==> src/rtl/dmem_pkg.sv <==
// Shared encodings and lane helpers for the data-memory arbiter.
// Access sizes, FSM state encoding and byte-lane utilities live here.
package dmem_pkg;

    localparam logic [1:0] SZ_BYTE = 2'b00;
    localparam logic [1:0] SZ_HALF = 2'b01;
    localparam logic [1:0] SZ_WORD = 2'b10;
    localparam logic [1:0] SZ_ILL  = 2'b11;

    localparam logic [1:0] ST_IDLE   = 2'd0;
    localparam logic [1:0] ST_ACCESS = 2'd1;
    localparam logic [1:0] ST_WRITE  = 2'd2;

    typedef struct packed {
        logic       we;
        logic [1:0] size;
        logic       uns;
    } req_ctl_t;

    // Misaligned halves/words and the reserved size never touch memory.
    function automatic logic access_err(input logic [1:0] size, input logic [1:0] lo2);
        logic e;
        e = 1'b1;
        case (size)
            SZ_BYTE: e = 1'b0;
            SZ_HALF: e = lo2[0];
            SZ_WORD: e = (lo2 != 2'b00);
            SZ_ILL:  e = 1'b1;
            default: e = 1'b1;
        endcase
        return e;
    endfunction

    function automatic logic [3:0] lane_mask(input logic [1:0] size, input logic [1:0] lo2);
        logic [3:0] m;
        m = 4'b1111;
        case (size)
            SZ_BYTE: m = 4'b0001 << lo2;
            SZ_HALF: m = lo2[1] ? 4'b1100 : 4'b0011;
            default: m = 4'b1111;
        endcase
        return m;
    endfunction

endpackage

==> src/rtl/dmem_lane_align.sv <==
// Combinational byte-lane steering: load extraction with sign/zero extension,
// and replacement of the addressed lane(s) in an old word for sub-word stores.
module dmem_lane_align
    import dmem_pkg::*;
(
    input  logic [31:0] rd_word,
    input  logic [31:0] old_word,
    input  logic [31:0] wdata,
    input  logic [1:0]  size,
    input  logic [1:0]  lo2,
    input  logic        uns,
    output logic [31:0] load_val,
    output logic [31:0] merged
);

    logic [7:0]  sel_byte;
    logic [15:0] sel_half;
    logic [31:0] rep;
    logic [3:0]  mask;

    always_comb begin
        sel_byte = rd_word[7:0];
        case (lo2)
            2'd1:    sel_byte = rd_word[15:8];
            2'd2:    sel_byte = rd_word[23:16];
            2'd3:    sel_byte = rd_word[31:24];
            default: sel_byte = rd_word[7:0];
        endcase
        sel_half = lo2[1] ? rd_word[31:16] : rd_word[15:0];
        load_val = rd_word;
        case (size)
            SZ_BYTE: load_val = uns ? {24'h0, sel_byte} : {{24{sel_byte[7]}}, sel_byte};
            SZ_HALF: load_val = uns ? {16'h0, sel_half} : {{16{sel_half[15]}}, sel_half};
            default: load_val = rd_word;
        endcase
    end

    // Store data is replicated across lanes so the mask alone picks what lands.
    always_comb begin
        mask   = lane_mask(size, lo2);
        rep    = wdata;
        merged = old_word;
        case (size)
            SZ_BYTE: rep = {4{wdata[7:0]}};
            SZ_HALF: rep = {2{wdata[15:0]}};
            default: rep = wdata;
        endcase
        for (int k = 0; k < 4; k++) begin
            merged[8*k +: 8] = mask[k] ? rep[8*k +: 8] : old_word[8*k +: 8];
        end
    end

endmodule

==> src/rtl/dmem_arbiter.sv <==
// Round-robin arbiter sharing the word-only data memory between the CPU (port 0)
// and the loader (port 1), adding byte/halfword loads and read-modify-write stores.
module dmem_arbiter #(
    parameter int AW        = 32,
    parameter int DW        = 32,
    parameter int FIRST_PRI = 0
) (
    input  logic          clk,
    input  logic          rst,
    input  logic          p0_req,
    input  logic          p0_we,
    input  logic [1:0]    p0_size,
    input  logic          p0_unsigned,
    input  logic [AW-1:0] p0_addr,
    input  logic [DW-1:0] p0_wdata,
    output logic          p0_gnt,
    output logic          p0_done,
    output logic [DW-1:0] p0_rdata,
    output logic          p0_err,
    input  logic          p1_req,
    input  logic          p1_we,
    input  logic [1:0]    p1_size,
    input  logic          p1_unsigned,
    input  logic [AW-1:0] p1_addr,
    input  logic [DW-1:0] p1_wdata,
    output logic          p1_gnt,
    output logic          p1_done,
    output logic [DW-1:0] p1_rdata,
    output logic          p1_err,
    output logic [AW-1:0] mem_a,
    output logic [DW-1:0] mem_wd,
    output logic          mem_we,
    input  logic [DW-1:0] mem_rd
);
    import dmem_pkg::*;

    logic [1:0]    state;
    logic          rr_ptr;
    logic          cur_port;
    req_ctl_t      cur_ctl;
    logic [AW-1:0] cur_addr;
    logic [DW-1:0] cur_wdata;
    logic [DW-1:0] merge_q;
    logic [DW-1:0] load_val;
    logic [DW-1:0] merged;
    logic          acc_err;
    logic          fin;
    logic          fin_err;
    logic          fin_load;

    // rr_ptr names the port preferred when both request at once.
    always_comb begin
        p0_gnt = 1'b0;
        p1_gnt = 1'b0;
        if (!rst && state == ST_IDLE) begin
            if (p0_req && (!p1_req || !rr_ptr)) begin
                p0_gnt = 1'b1;
            end else if (p1_req) begin
                p1_gnt = 1'b1;
            end
        end
    end

    assign acc_err = access_err(cur_ctl.size, cur_addr[1:0]);
    assign mem_a   = {cur_addr[AW-1:2], 2'b00};

    always_comb begin
        fin      = 1'b0;
        fin_err  = 1'b0;
        fin_load = 1'b0;
        mem_we   = 1'b0;
        mem_wd   = cur_wdata;
        case (state)
            ST_ACCESS: begin
                fin_err  = acc_err;
                fin_load = !acc_err && !cur_ctl.we;
                fin      = acc_err || !cur_ctl.we || (cur_ctl.size == SZ_WORD);
                mem_we   = !acc_err && cur_ctl.we && (cur_ctl.size == SZ_WORD);
            end
            ST_WRITE: begin
                fin    = 1'b1;
                mem_we = 1'b1;
                mem_wd = merged;
            end
            default: begin
                fin = 1'b0;
            end
        endcase
        if (rst) begin
            mem_we = 1'b0;
        end
    end

    dmem_lane_align u_align (
        .rd_word  (mem_rd),
        .old_word (merge_q),
        .wdata    (cur_wdata),
        .size     (cur_ctl.size),
        .lo2      (cur_addr[1:0]),
        .uns      (cur_ctl.uns),
        .load_val (load_val),
        .merged   (merged)
    );

    // Done/err are single-cycle pulses; rdata holds until that port's next load.
    always_ff @(posedge clk) begin
        if (rst) begin
            state     <= ST_IDLE;
            rr_ptr    <= FIRST_PRI[0];
            cur_port  <= 1'b0;
            cur_ctl   <= '0;
            cur_addr  <= '0;
            cur_wdata <= '0;
            merge_q   <= '0;
            p0_done   <= 1'b0;
            p1_done   <= 1'b0;
            p0_err    <= 1'b0;
            p1_err    <= 1'b0;
            p0_rdata  <= '0;
            p1_rdata  <= '0;
        end else begin
            p0_done <= fin && !cur_port;
            p1_done <= fin && cur_port;
            p0_err  <= fin_err && !cur_port;
            p1_err  <= fin_err && cur_port;
            if (fin_load && !cur_port) begin
                p0_rdata <= load_val;
            end
            if (fin_load && cur_port) begin
                p1_rdata <= load_val;
            end
            case (state)
                ST_IDLE: begin
                    if (p0_gnt || p1_gnt) begin
                        cur_port  <= p1_gnt;
                        rr_ptr    <= p0_gnt;
                        cur_ctl   <= p1_gnt ? {p1_we, p1_size, p1_unsigned}
                                            : {p0_we, p0_size, p0_unsigned};
                        cur_addr  <= p1_gnt ? p1_addr : p0_addr;
                        cur_wdata <= p1_gnt ? p1_wdata : p0_wdata;
                        state     <= ST_ACCESS;
                    end
                end
                ST_ACCESS: begin
                    if (fin) begin
                        state <= ST_IDLE;
                    end else begin
                        merge_q <= mem_rd;
                        state   <= ST_WRITE;
                    end
                end
                ST_WRITE: begin
                    state <= ST_IDLE;
                end
                default: begin
                    state <= ST_IDLE;
                end
            endcase
        end
    end

endmodule

==> config.mk <==
export PLATFORM = sky130hd
export DESIGN_NAME = dmem_arbiter
export DESIGN_NICKNAME = d
export VERILOG_FILES = /design/src/rtl/dmem_pkg.sv /design/src/rtl/dmem_lane_align.sv /design/src/rtl/dmem_arbiter.sv
export SDC_FILE = /design/constraint.sdc
export NUM_CORES = 1
export LEC_CHECK = 0
export ABC_AREA = 0
export CORE_MARGIN = 10
export CORE_UTILIZATION = 30
export CTS_BUF_LIST = sky130_fd_sc_hd__clkbuf_2
export DETAILED_ROUTE_END_ITERATION = 7
export PLACE_DENSITY_LB_ADDON = 0.1
export REMOVE_ABC_BUFFERS = 1
export SLEW_MARGIN = 25
export SYNTH_ARGS = -nofsm -noshare
export SYNTH_HDL_FRONTEND = slang
export SYNTH_HIERARCHICAL = 1
export SYNTH_SLANG_ARGS = --single-unit
==> constraint.sdc <==
create_clock -name clk -period 5.7 [get_ports clk]
set_input_delay 0.855 -clock clk [delete_from_list [all_inputs] [get_ports clk]]
set_output_delay 0.855 -clock clk [all_outputs]
set_load 0.03 [all_outputs]
==> run_summary.xml, run 1 <==
<?xml version="1.0" encoding="UTF-8"?>
<metrics>
  <group name="timing">
    <metric name="setup_viol_count_final" unit="">0</metric>
    <metric name="rsz0062_at_grt" unit="">false</metric>
    <metric name="timing_hold_violations_final" unit="">0</metric>
    <metric name="maxClockFrequency" unit="MHz">210</metric>
    <metric name="slew_headroom" unit="%">36.0</metric>
    <metric name="worstMarginPinSlew" unit="ns">0.961</metric>
    <metric name="timing_max_transition_violations_final" unit="">0</metric>
    <metric name="finalClockSkew" unit="ns">0.0480</metric>
    <metric name="fin_ws" unit="ns">0.941</metric>
    <metric name="final.period_utilization" unit="%">83.5</metric>
    <metric name="finalCriticalPeriod" unit="ns">4.76</metric>
    <metric name="fin_hold_ws" unit="ns">0.471</metric>
    <metric name="setup_tns" unit="ns">0</metric>
  </group>
  <group name="worst_setup_path">
    <metric name="critical_path.most_common_cell" unit="">mux2_2</metric>
    <metric name="critical_path.slowest_cell" unit="">dfxtp_2</metric>
    <metric name="cp_top_family" unit="">flip-flops</metric>
    <metric name="crit_fanout" unit="">31</metric>
    <metric name="worstPathBufferInverterCount" unit="">1</metric>
    <metric name="cell_chain_critical_path" unit="">nand2b_1 -&gt; a21o_1 -&gt; mux2_2 -&gt; mux2_2 -&gt; clkdlybuf4s50_1</metric>
    <metric name="timing.setup.critical_path_class" unit="">flop to output pin</metric>
    <metric name="worstSetupEndpointType" unit="">output pin</metric>
    <metric name="path_depth" unit="">5</metric>
    <metric name="arrival" unit="ns">3.90</metric>
    <metric name="max_stage_delay" unit="ns">0.89</metric>
    <metric name="timing.critical_path.from_type" unit="">flop</metric>
    <metric name="timing.reg2reg.worst_path_depth" unit="">6</metric>
    <metric name="worst-endpoint-required" unit="ns">4.85</metric>
  </group>
  <group name="clock_tree">
    <metric name="post_cts_resize_count" unit="">0</metric>
    <metric name="clock_tree.root_cell" unit="">clkbuf_2</metric>
    <metric name="post_cts_buffers" unit="">0</metric>
    <metric name="htree_levels" unit="">4</metric>
    <metric name="holdBufCountCts" unit="">0</metric>
    <metric name="cts-buffers-inserted" unit="">17</metric>
    <metric name="clk_latency" unit="ns">0.75</metric>
    <metric name="cts_tree" unit="">built</metric>
    <metric name="cts.reportedPaths.clkPinSlew" unit="ns">0.27</metric>
    <metric name="cts.path.max_buffers" unit="">2</metric>
    <metric name="number_of_clock_sinks" unit="">172</metric>
  </group>
  <group name="floorplanning">
    <metric name="die-width" unit="µm">188</metric>
    <metric name="start_util" unit="%">30.4</metric>
    <metric name="io_pins" unit="">307</metric>
    <metric name="core" unit="µm²">27800</metric>
    <metric name="fp.dieH" unit="µm">188</metric>
    <metric name="die_area" unit="µm²">35300</metric>
    <metric name="rows" unit="">61</metric>
  </group>
  <group name="placement">
    <metric name="io_buffers" unit="">304</metric>
    <metric name="finalWeightedCongestion" unit="">0.768</metric>
    <metric name="post_dp_cell_area" unit="µm²">11400</metric>
    <metric name="place_hpwl" unit="µm">23200</metric>
    <metric name="pre_cts_setup_slack" unit="ns">1.81</metric>
  </group>
  <group name="finish">
    <metric name="design_area" unit="µm²">11600</metric>
    <metric name="drive_gt1_share" unit="%">11.9</metric>
    <metric name="fin_nets" unit="">1355</metric>
    <metric name="layout-area-overhead-vs-synth" unit="%">37.8</metric>
  </group>
  <group name="outcome">
    <metric name="run_status" unit="">finished clean</metric>
  </group>
  <group name="min_path">
    <metric name="worst_hold_path_type" unit="">flop to flop</metric>
    <metric name="min_delay_path_depth" unit="">2</metric>
  </group>
  <group name="yosys">
    <metric name="synth.cell_area" unit="µm²">8450</metric>
    <metric name="synth.avg_cell_area" unit="µm²">8.78</metric>
    <metric name="synth-main-ff-cell" unit="">dfxtp_1</metric>
    <metric name="fraction_of_synthesized_cell_area_taken_by_the_top_area_cell_type" unit="%">40.7</metric>
    <metric name="synth_largest_area_cell" unit="">dfxtp_1</metric>
    <metric name="synth_most_common_cell" unit="">nand2_1</metric>
    <metric name="synth_area_leaders" unit="">dfxtp_1 41%, mux2_2 11%, nand2_1 9.9%, a222oi_1 8.1%, mux2i_1 6.0%</metric>
    <metric name="yosys_warns" unit="">6</metric>
    <metric name="synthCells" unit="">962</metric>
    <metric name="synth_cell_types" unit="">46</metric>
    <metric name="ys_async_sr_fraction" unit="%">0</metric>
    <metric name="synth-seq-area-share" unit="%">40.7</metric>
    <metric name="edff_count_synth" unit="">0</metric>
    <metric name="number_of_flip_flops_and_latches_in_the_synthesized_netlist" unit="">172</metric>
    <metric name="ranking_of_synthesized_cells_by_instance_count" unit="">223 x nand2_1, 172 x dfxtp_1, 81 x mux2_2</metric>
  </group>
  <group name="routing">
    <metric name="drc_violations_left" unit="">0</metric>
    <metric name="final_antenna_net_count" unit="">0</metric>
    <metric name="drt_first_pass_iters" unit="">8</metric>
    <metric name="wl_per_cell" unit="µm">21.0</metric>
    <metric name="avgViaCountPerCell" unit="">5.01</metric>
    <metric name="drt_iter0_markers" unit="">717</metric>
    <metric name="drt-total-wl" unit="µm">33000</metric>
    <metric name="route.vias.total" unit="">7877</metric>
  </group>
  <group name="power">
    <metric name="worst_ir_drop_vdd" unit="µV">116</metric>
    <metric name="cellPowerDensity" unit="nW/µm²">262</metric>
    <metric name="total_leakage_power" unit="nW">4.37</metric>
  </group>
  <group name="global_route">
    <metric name="global_router_s_overall_resource_usage" unit="%">17.9</metric>
    <metric name="globalRouteOverflowTotal" unit="">0</metric>
    <metric name="number_of_antenna_violations_at_the_first_check_in_global_routing" unit="">2</metric>
    <metric name="grt_pass1_vias" unit="">7830</metric>
    <metric name="global_route_wire_length_before_repair" unit="µm">49700</metric>
    <metric name="grt_max_degree" unit="">71</metric>
  </group>
  <group name="job">
    <metric name="max_cap_viols" unit="">0</metric>
  </group>
</metrics>
## worst min-delay path: stages, from the launching register on
cell and delay, ns:
dfxtp_1 0.36, nand2_1 0.05, a21oi_1 0.05
## cells in the final DEF, fill, tap and decap left out, types with 8 or more instances in the layout
master / instances
a21oi_1: 66
a221o_1: 13
a222oi_1: 68
a22o_1: 8
buf_4: 11
clkbuf_2: 18
clkdlybuf4s50_1: 303
dfxtp_1: 170
mux2_2: 81
mux2i_1: 51
nand2_1: 223
nand3_1: 18
nor2_1: 79
o21ai_0: 8
## sequential cells by signal (all words and copies together), names as in the netlist, 2 cells and up
register	flops
cur_ctl	4
p0_rdata	32
cur_addr	32
p1_rdata	32
cur_wdata	32
merge_q	32
state	2
## report_power, final
group          switching [W]  internal (W)  leakage (nW)  total [W]
clock               0.000488      0.000170         0.131   0.000658
combinational       0.000554      0.000454          2.83    0.00101
sequential         0.0000830       0.00131          1.40    0.00139
total                0.00113       0.00193          4.37    0.00305
## through the flow
stage          power, W  util [%]  std cells
6_report        0.00305      41.9       1573
5_1_grt         0.00323      41.9       1573
4_1_cts         0.00311      41.9       1571
3_5_place_dp    0.00243      41.1       1539
3_3_place_gp    0.00243      41.1       1539
2_1_floorplan   0.00196         -        847
## cell type report
cell class                      instances  area [µm²]
Fill cell                            2863       16100
Multi-Input combinational cell        668        4350
Sequential cell                       172        3450
Timing Repair Buffer                  314        3120
Tap cell                              378         473
Clock inverter                         14         135
Clock buffer                           18        90.1
Inverter                                7        28.8
Antenna cell                            2        5.00
## cell families (layout without fill, tap and decap cells)
| kind of cell | Yosys count | in the layout | synth area share [%] |
|---|---|---|---|
| and+or+nand+nor | 343 | 343 | 16.3 |
| AOI/OAI and AO/OA | 187 | 187 | 17.3 |
| DFF | 172 | 172 | 40.7 |
| muxes | 133 | 133 | 17.1 |
| buffers and inverters | 123 | 353 | 8.02 |
| adders and majority gates | 3 | 3 | 0.444 |
| other | 1 | 4 | 0.0444 |
## per-layer routing
metal  vias up  share of wire [%]  global-route usage (%)
met4         0                1.2                    3.85
met1      3738                 44                    23.0
met3        16                7.7                    5.84
met5         -                  0                       0
li1       3845                  -                       -
met2       278                 47                    28.4
## worst paths after layout
path,endpoint,slack [ns],from
min reg2reg,p1_rdata[14],0.47,p1_rdata[14]
max reg2reg,merge_q[3],2.87,cur_ctl[2]
max,mem_wd[20],0.94,cur_ctl[1]
min,p1_rdata[14],0.47,p1_rdata[14]
Power figures use the tool's default switching activity.
==> run 2, diff against run 1 <==
==> constraint.sdc (replaced) <==
create_clock -name clk -period 4.72 [get_ports clk]
set_input_delay 0.708 -clock clk [delete_from_list [all_inputs] [get_ports clk]]
set_output_delay 0.708 -clock clk [all_outputs]
set_load 0.03 [all_outputs]
==> run_summary.xml, run 2 (synthesis results as in run 1) <==
<?xml version="1.0" encoding="UTF-8"?>
<metrics>
  <group name="finish">
    <metric name="seq_area" unit="µm²">3450</metric>
    <metric name="drive_gt1_share" unit="%">12.4</metric>
    <metric name="area_taken_by_multi_input_logic_gates" unit="µm²">4350</metric>
    <metric name="layout-area-overhead-vs-synth" unit="%">38.0</metric>
    <metric name="mostFrequentLayoutCell" unit="">clkdlybuf4s50_1</metric>
    <metric name="final.fill_count" unit="">2896</metric>
    <metric name="fin_util" unit="%">42.0</metric>
    <metric name="fin_nets" unit="">1359</metric>
    <metric name="final_cell_mix" unit="">303 x clkdlybuf4s50_1, 223 x nand2_1, 170 x dfxtp_1</metric>
  </group>
  <group name="timing">
    <metric name="rsz0062_at_grt" unit="">false</metric>
    <metric name="finalClockSkew" unit="ns">0.0534</metric>
    <metric name="setup_tns" unit="ns">0</metric>
    <metric name="slew_headroom" unit="%">35.7</metric>
    <metric name="final.period_utilization" unit="%">92.9</metric>
    <metric name="timing_hold_violations_final" unit="">0</metric>
    <metric name="setup_viol_count_final" unit="">0</metric>
    <metric name="finalCriticalPeriod" unit="ns">4.38</metric>
    <metric name="maxClockFrequency" unit="MHz">228</metric>
    <metric name="timing_max_transition_violations_final" unit="">0</metric>
    <metric name="worstMarginPinSlew" unit="ns">0.964</metric>
  </group>
  <group name="routing">
    <metric name="drt_first_pass_iters" unit="">6</metric>
    <metric name="final_antenna_net_count" unit="">0</metric>
    <metric name="drt_iter0_markers" unit="">793</metric>
    <metric name="drt-total-wl" unit="µm">33000</metric>
    <metric name="avgViaCountPerCell" unit="">4.99</metric>
    <metric name="route.vias.total" unit="">7870</metric>
    <metric name="wl_per_cell" unit="µm">20.9</metric>
    <metric name="drc_violations_left" unit="">0</metric>
  </group>
  <group name="clock_tree">
    <metric name="cts-buffers-inserted" unit="">17</metric>
    <metric name="cts_tree" unit="">built</metric>
    <metric name="holdBufCountCts" unit="">0</metric>
    <metric name="cts.path.max_buffers" unit="">2</metric>
    <metric name="post_cts_resize_count" unit="">0</metric>
    <metric name="cts.reportedPaths.clkPinSlew" unit="ns">0.32</metric>
    <metric name="clock_tree.root_cell" unit="">clkbuf_2</metric>
    <metric name="htree_levels" unit="">4</metric>
    <metric name="post_cts_buffers" unit="">0</metric>
    <metric name="clk_latency" unit="ns">0.76</metric>
    <metric name="number_of_clock_sinks" unit="">172</metric>
  </group>
  <group name="power">
    <metric name="cellPowerDensity" unit="nW/µm²">315</metric>
    <metric name="worst_ir_drop_vdd" unit="µV">173</metric>
    <metric name="total_leakage_power" unit="nW">4.39</metric>
  </group>
  <group name="min_path">
    <metric name="worst_hold_path_type" unit="">input port to flop</metric>
  </group>
  <group name="worst_setup_path">
    <metric name="crit_path_start" unit="">cur_addr[0]</metric>
    <metric name="arrival" unit="ns">3.68</metric>
    <metric name="worst-endpoint-required" unit="ns">4.01</metric>
    <metric name="timing.setup.critical_path_class" unit="">flop to output pin</metric>
    <metric name="critical_path.reg2reg.startpoint" unit="">state[0]</metric>
    <metric name="timing.reg2reg.worst_path_depth" unit="">6</metric>
    <metric name="timing.critical_path.to" unit="">mem_wd[3]</metric>
    <metric name="crit_fanout" unit="">11</metric>
    <metric name="setup.reg_to_reg.worst_slack" unit="ns">1.86</metric>
    <metric name="timing.critical_path.from_type" unit="">flop</metric>
    <metric name="regToRegEndpoint" unit="">merge_q[21]</metric>
    <metric name="worstSetupEndpointType" unit="">output pin</metric>
  </group>
  <group name="floorplanning">
    <metric name="core" unit="µm²">27800</metric>
    <metric name="die_area" unit="µm²">35300</metric>
    <metric name="fp.dieH" unit="µm">188</metric>
    <metric name="rows" unit="">61</metric>
    <metric name="start_util" unit="%">30.4</metric>
    <metric name="io_pins" unit="">307</metric>
    <metric name="die-width" unit="µm">188</metric>
  </group>
  <group name="placement">
    <metric name="io_buffers" unit="">304</metric>
    <metric name="finalWeightedCongestion" unit="">0.775</metric>
    <metric name="place_hpwl" unit="µm">23800</metric>
  </group>
  <group name="global_route">
    <metric name="global_route_wire_length_before_repair" unit="µm">48600</metric>
    <metric name="grt_max_degree" unit="">71</metric>
    <metric name="globalRouteOverflowTotal" unit="">0</metric>
    <metric name="grt_pass1_vias" unit="">7700</metric>
    <metric name="global_router_s_overall_resource_usage" unit="%">17.5</metric>
    <metric name="number_of_antenna_violations_at_the_first_check_in_global_routing" unit="">2</metric>
  </group>
  <group name="job">
    <metric name="max_cap_viols" unit="">0</metric>
  </group>
  <group name="outcome">
    <metric name="run_status" unit="">finished clean</metric>
  </group>
</metrics>
==> run 2: cell types whose count changed in the layout (fill, tap and decap cells not counted), sizes merged <==
cell	before	now
clkinvlp	3	1
clkinv	4	6
inv	13	15
clkbuf	18	17
bufinv	1	0
buf	11	15
==> run 2: through the flow <==
| step | hold slack, ns | setup WS [ns] | std cells | power, W | cell area [µm²] |
|---|---|---|---|---|---|
| 2_1_floorplan | 0.435 | 1.35 | 847 | 0.00236 | 7800 |
| 3_5_place_dp | 0.446 | 1.22 | 1543 | 0.00294 | 11400 |
| 4_1_cts | 0.255 | 0.274 | 1575 | 0.00373 | 11700 |
| 6_report | 0.334 | 0.335 | 1577 | 0.00367 | 11700 |
| 5_1_grt | 0.224 | 0.138 | 1576 | 0.00388 | 11700 |
| 3_3_place_gp | 0.442 | 1.24 | 1543 | 0.00294 | 11400 |
==> run 2: report_power, final <==
part	switching, W	total [W]	internal (W)
logic	0.000675	0.00123	0.000551
clock network	0.000613	0.000774	0.000161
registers	0.0000965	0.00167	0.00158
total	0.00138	0.00367	0.00229
==> run 2: worst min path at each step <==
stage,from,endpoint,cells past startpoint
floorplan,merge_q[0],merge_q[0],2
finish,rst,cur_addr[0],2
detailed placement,p1_rdata[26],p1_rdata[26],2
CTS,rst,cur_addr[0],2
global route,rst,cur_wdata[10],2
global placement,p0_rdata[4],p0_rdata[4],2
==> run 2: worst max-delay path: stages, from the launching register on <==
cell and delay [ns]:
dfxtp_1 0.68, nand2b_1 0.28, a21oi_2 0.63, mux2_2 0.41, mux2_2 0.26, clkdlybuf4s50_1 0.65
==> run 2: area by class of cell <==
type                    instances  share of cell area (%)
diodes                          2                  0.0429
clock buffers                  17                   0.730
clock inverters                15                    1.13
inverters                       7                   0.225
multi-input cells             668                    37.3
flip-flops and latches        172                    29.5
well taps                     378                    4.06
repair buffers                318                    27.0
==> run 2: layer usage <==
| layer | track usage [%] | vias to the layer above | part of all wire, % |
|---|---|---|---|
| met4 | 2.95 | 0 | 0.92 |
| met2 | 28.6 | 263 | 48 |
| met5 | 0 | - | 0 |
| li1 | - | 3849 | - |
| met3 | 5.60 | 12 | 7.2 |
| met1 | 22.1 | 3746 | 44 |
==> RTL edit 1, RTL diff (settings of run 2) <==
The parameter `AW` goes from 32 to 64.
--- a/src/rtl/dmem_arbiter.sv
+++ b/src/rtl/dmem_arbiter.sv
@@ -3,3 +3,3 @@
 module dmem_arbiter #(
-    parameter int AW        = 32,
+    parameter int AW        = 64,
     parameter int DW        = 32,
Ports: changed (resized mem_a, p0_addr and p1_addr); port bits go from 307 to 403. No check against the original RTL was run, so the function may have changed too.
==> RTL edit 1 against run 2 <==
  * Cell count grew 21%
  * Sequential cell count grew 32
  * Design area grew 21%
  * Power grew 30%
  * Setup slack lost 0.059 ns
  * Synthesized area grew 17%
  * Die area grew 15%
  * Routed wire length grew 31%
  * Critical endpoint is now mem_wd[5]
  * Largest power group unchanged
  * Highest routed layer is now met5
==> RTL edit 1: results (changes against run 2) <==
Critical path
  • R2R Path End: merge_q[4] (was merge_q[21])
  • Worst path arrival time: 3.74 ns (was 3.68 ns)
  • Reg2Reg Setup Slack: 1.81 ns (was 1.86 ns)
  • Max incr delay on CP: 0.65 ns (was 0.68 ns)
  • Worst setup path endpoint: mem_wd[5] (was mem_wd[3])
  • Critical path's top delay family: multiplexers (was flip-flops)
  • Crit path from: cur_addr[0] (unchanged)

STA
  • Final Skew: 0.03887 ns (was 0.05336 ns)
  • Worst slew margin: 30.69% (was 35.73%)
  • Final worst path period share: 94.14% (was 92.90%)

Yosys
  • Distinct cells, synth: 49 (was 46)
  • Seq/Total Area, Yosys: 41.34% (was 40.75%)
  • Post-synth top cells: 221 x nand2_1, 204 x dfxtp_1, 110 x nor2_1 (was 223 x nand2_1, 172 x dfxtp_1, 81 x mux2_2)
  • Ranking of synthesized cells by area: dfxtp_1 41%, a222oi_1 10%, mux2_2 9.2%, nand2_1 8.4%, mux2i_1 5.2% (was dfxtp_1 41%, mux2_2 11%, nand2_1 9.9%, a222oi_1 8.1%, mux2i_1 6.0%)

Placement
  • Port Buffers: 400 (was 304)
  • Hpwl dp: 31.17 mm (was 23.77 mm)
  • RePlAce Congestion: 0.7641 (was 0.7752)
  • Pre-CTS setup slack: 1.131 ns (was 1.224 ns)

Detailed routing
  • Vias/cell: 5.019 (was 4.990)
  • WL final: 43.22 mm (was 32.98 mm)
  • First DRT Iteration DRCs: 841 (was 793)
  • First-pass DRT Iterations: 8 (was 6)

Global routing
  • Vias in the first global route: 9792 (was 7700)
  • GRT Util Overall: 20.41% (was 17.45%)
  • Largest net degree at the start of global routing: 143 (was 71)
  • First-pass GRT wire length: 64.51 mm (was 48.56 mm)
  • Initial antenna violation count: 10 (was 2)

Clocking
  • Skew-Pair Late Insertion Delay: 0.84 ns (was 0.76 ns)
  • CTS max path bufs: 3 (was 2)
  • # Post-CTS Setup Buffers: 0 (unchanged)
  • CTS Buf Count: 59 (was 17)
  • CTS root buf: clkbuf_2 (unchanged)
  • H-tree Lvls: 2 (was 4)
  • Clk pin slew, worst setup/hold paths: 0.09 ns (was 0.32 ns)

Power and ir drop
  • Leakage: 5.417 nW (was 4.392 nW)
  • VDD IR max: 0.1669 mV (was 0.1730 mV)
  • P_sw: 1.696 mW (was 1.385 mW)

Final layout
  • Final nets: 1655 (was 1359)
  • Filler cells: 3335 (was 2896)
  • Share of layout cells above drive strength 1: 14.29% (was 12.36%)

Outcome
  • Status: completed (unchanged)
## RTL edit 1: per-stage QoR
step,power [mW],cells,cell area [um^2]
2_1_floorplan,2.771,942,8884
3_3_place_gp,3.487,1797,13590
3_5_place_dp,3.487,1797,13590
4_1_cts,4.848,1898,14100
5_1_grt,5.059,1902,14110
6_report,4.766,1904,14120
## RTL edit 1: area by class of cell
| class | count | area share, % |
|---|---|---|
| multi-input combinational | 730 | 33.92 |
| timing repair buffer | 413 | 29.24 |
| sequential | 204 | 28.94 |
| tap | 442 | 3.917 |
| clock buffer | 87 | 3.084 |
| clock inverter | 14 | 0.5760 |
| inverter | 8 | 0.2216 |
| antenna | 6 | 0.1063 |
## RTL edit 1: cells by family after synthesis
| group | synth area share [%] |
|---|---|
| simple gates | 15.11 |
| flops | 41.34 |
| fa+ha+maj | 0.3800 |
| other cells | 0.03796 |
| buf+inv | 10.41 |
| mux | 14.63 |
| compound gates | 18.09 |
## RTL edit 1: routing by layer
layer	vias to the layer above	global-route usage, %	wire (um)
li1	4581	-	-
met1	4529	23.80	17510
met2	383	34.46	21110
met3	55	7.920	3954
met4	8	4.832	581
met5	-	0	58
## RTL edit 1: worst reg2reg max path: cells and delay by family (launching register included)
family,cells,cell delay (ns)
AOI/OAI and AO/OA,2,1.04
adders and majority gates,1,0.83
buffers and inverters,2,0.43
DFF,1,0.33
muxes,1,0.21
## RTL edit 1: power groups by stage
stage	registers [mW]	logic (mW)	clock network, mW
after global routing	2.01	1.57	1.48
after CTS	1.98	1.47	1.39
after detailed placement	2.02	1.47	0
after global placement	2.02	1.46	0
after floorplan	2.15	0.623	0
final	1.98	1.46	1.32
## RTL edit 1: worst min-delay path by stage
stage,start,endpoint,slack (ns)
global route,rst,cur_addr[39],0.11
floorplan,merge_q[0],merge_q[0],0.43
global placement,p1_rdata[20],p1_rdata[20],0.44
detailed placement,p0_rdata[20],p0_rdata[20],0.45
finish,rst,cur_addr[31],0.19
CTS,rst,cur_addr[31],0.11
==> RTL edit 2, RTL diff (settings of run 2) <==
Without the edit above. Put one more register stage on the output `p0_err`. The value now appears one clock later. The other outputs are not delayed to match.
--- a/src/rtl/dmem_arbiter.sv
+++ b/src/rtl/dmem_arbiter.sv
@@ -35,2 +35,4 @@
     import dmem_pkg::*;
+
+    logic p0_err_s0;
 
@@ -116,3 +118,3 @@
             p1_done   <= 1'b0;
-            p0_err    <= 1'b0;
+            p0_err_s0 <= 1'b0;
             p1_err    <= 1'b0;
@@ -123,3 +125,3 @@
             p1_done <= fin && cur_port;
-            p0_err  <= fin_err && !cur_port;
+            p0_err_s0 <= fin_err && !cur_port;
             p1_err  <= fin_err && cur_port;
@@ -161,2 +163,6 @@
 
+    always_ff @(posedge clk) begin
+        p0_err <= p0_err_s0;
+    end
+
 endmodule
Behaviour: not the same (a bounded check fails within 4 cycles, from zero or initial values and one cycle with rst high).
==> RTL edit 2 against run 2 <==
  * Design area up 0.31%
  * Power up 2.4%
  * Worst hold slack worse by 0.040 ns
  * Highest routed layer unchanged
  * Routed wire length down 0.14%
  * The run now ends with DRC left
  * Synthesized area up 0.19%
  * Critical path type unchanged
  * Sequential cell count up 1
  * Clock skew down 0.0015 ns
  * Setup slack better by 0.038 ns
==> RTL edit 2: results (changes against run 2) <==
Outcome
  • Status: complete, but fails checks (was completed)
  • Failing checks: DRC

Min path
  • Worst Hold End: cur_wdata[18] (was cur_addr[0])

Detailed routing
  • Met1 wire length: 14.49 mm (was 14.56 mm)
  • WL final: 32.93 mm (was 32.98 mm)
  • First DRT Iteration DRCs: 636 (was 793)
  • First-pass DRT Iterations: 8 (was 6)
  • Routed via count: 7919 (was 7870)
  • DRC: 2 (was 0)

Clocking
  • Clk pin slew, worst setup/hold paths: 0.29 ns (was 0.32 ns)
  • Skew-Pair Late Insertion Delay: 0.78 ns (was 0.76 ns)

Yosys
  • Yosys reg bits: 173 (was 172)
  • Post-synthesis mux area share: 17.07% (was 17.10%)
  • Synth Area in Compound Gates: 17.28% (was 17.34%)
  • Area share of fa/ha/maj cells after synthesis: 0.4433% (was 0.4442%)
  • Seq/Total Area, Yosys: 40.90% (was 40.75%)
  • Post-synth top cells: 222 x nand2_1, 173 x dfxtp_1, 81 x mux2_2 (was 223 x nand2_1, 172 x dfxtp_1, 81 x mux2_2)

Critical path
  • Worst path arrival time: 3.64 ns (was 3.68 ns)
  • Reg2Reg Setup Slack: 2.21 ns (was 1.86 ns)
  • Critical-path top delay cell: a21oi_2 (was dfxtp_1)
  • Critical path's top delay family: multiplexers (was flip-flops)
  • Max incr delay on CP: 0.66 ns (was 0.68 ns)

Power and ir drop
  • Pint: 2.392 mW (was 2.289 mW)
  • Clock network power: 0.862 mW (was 0.774 mW)
  • VDD IR max: 0.1980 mV (was 0.1730 mV)
  • Pwr dens: 321.8 nW/um^2 (was 315.1 nW/um^2)
  • Leakage: 4.403 nW (was 4.392 nW)

Global routing
  • M3 GR Usage: 5.714% (was 5.603%)
  • First-pass GRT wire length: 49.81 mm (was 48.56 mm)
  • GRT Util Overall: 17.82% (was 17.45%)
  • Met2 global-route usage: 29.06% (was 28.63%)

STA
  • PnR worst setup slack: 0.3735 ns (was 0.3351 ns)
  • Final Skew: 0.05185 ns (was 0.05336 ns)
  • Hold Slack: 0.2937 ns (was 0.3338 ns)

Placement
  • Placed Area: 11450 um^2 (was 11440 um^2)
  • Pre-CTS setup slack: 1.238 ns (was 1.224 ns)
  • Hpwl dp: 23.38 mm (was 23.77 mm)

Final layout
  • Filler cells: 2893 (was 2896)
  • Final clock-cell share: 2.129% (was 1.856%)
  • Area of the multi-input gates: 4348 um^2 (was 4349 um^2)
  • Clkbuf count: 18 (was 17)
  • Share of layout cells above drive strength 1: 12.04% (was 12.36%)
  • Final non-clock buffer share: 26.76% (was 26.97%)
==> RTL edit 2: changes by cell type after synthesis <==
cell / run 2 / this run
a21oi_1: 66 / 67
nor3_1: 3 / 4
o21bai_1: 2 / 1
dfxtp_1: 172 / 173
buf_2: 44 / 42
clkbuf_1: 32 / 34
nand2_1: 223 / 222
==> RTL edit 2: logic make-up (layout without fill, tap and decap cells) <==
| logic type | count (synthesis) | count (layout) |
|---|---|---|
| AND/OR/NAND/NOR | 343 | 343 |
| multiplexers | 133 | 133 |
| AO/OA/AOI/OAI | 187 | 187 |
| adder cells (fa/ha/maj) | 3 | 3 |
| flip-flops | 173 | 173 |
| buffers and inverters | 123 | 355 |
| other | 1 | 3 |
==> RTL edit 2: per-stage QoR <==
step,std cells,total power [mW]
floorplan,848,2.369
global placement,1542,2.933
detailed placement,1542,2.938
CTS,1574,3.822
global route,1575,3.963
finish,1575,3.764
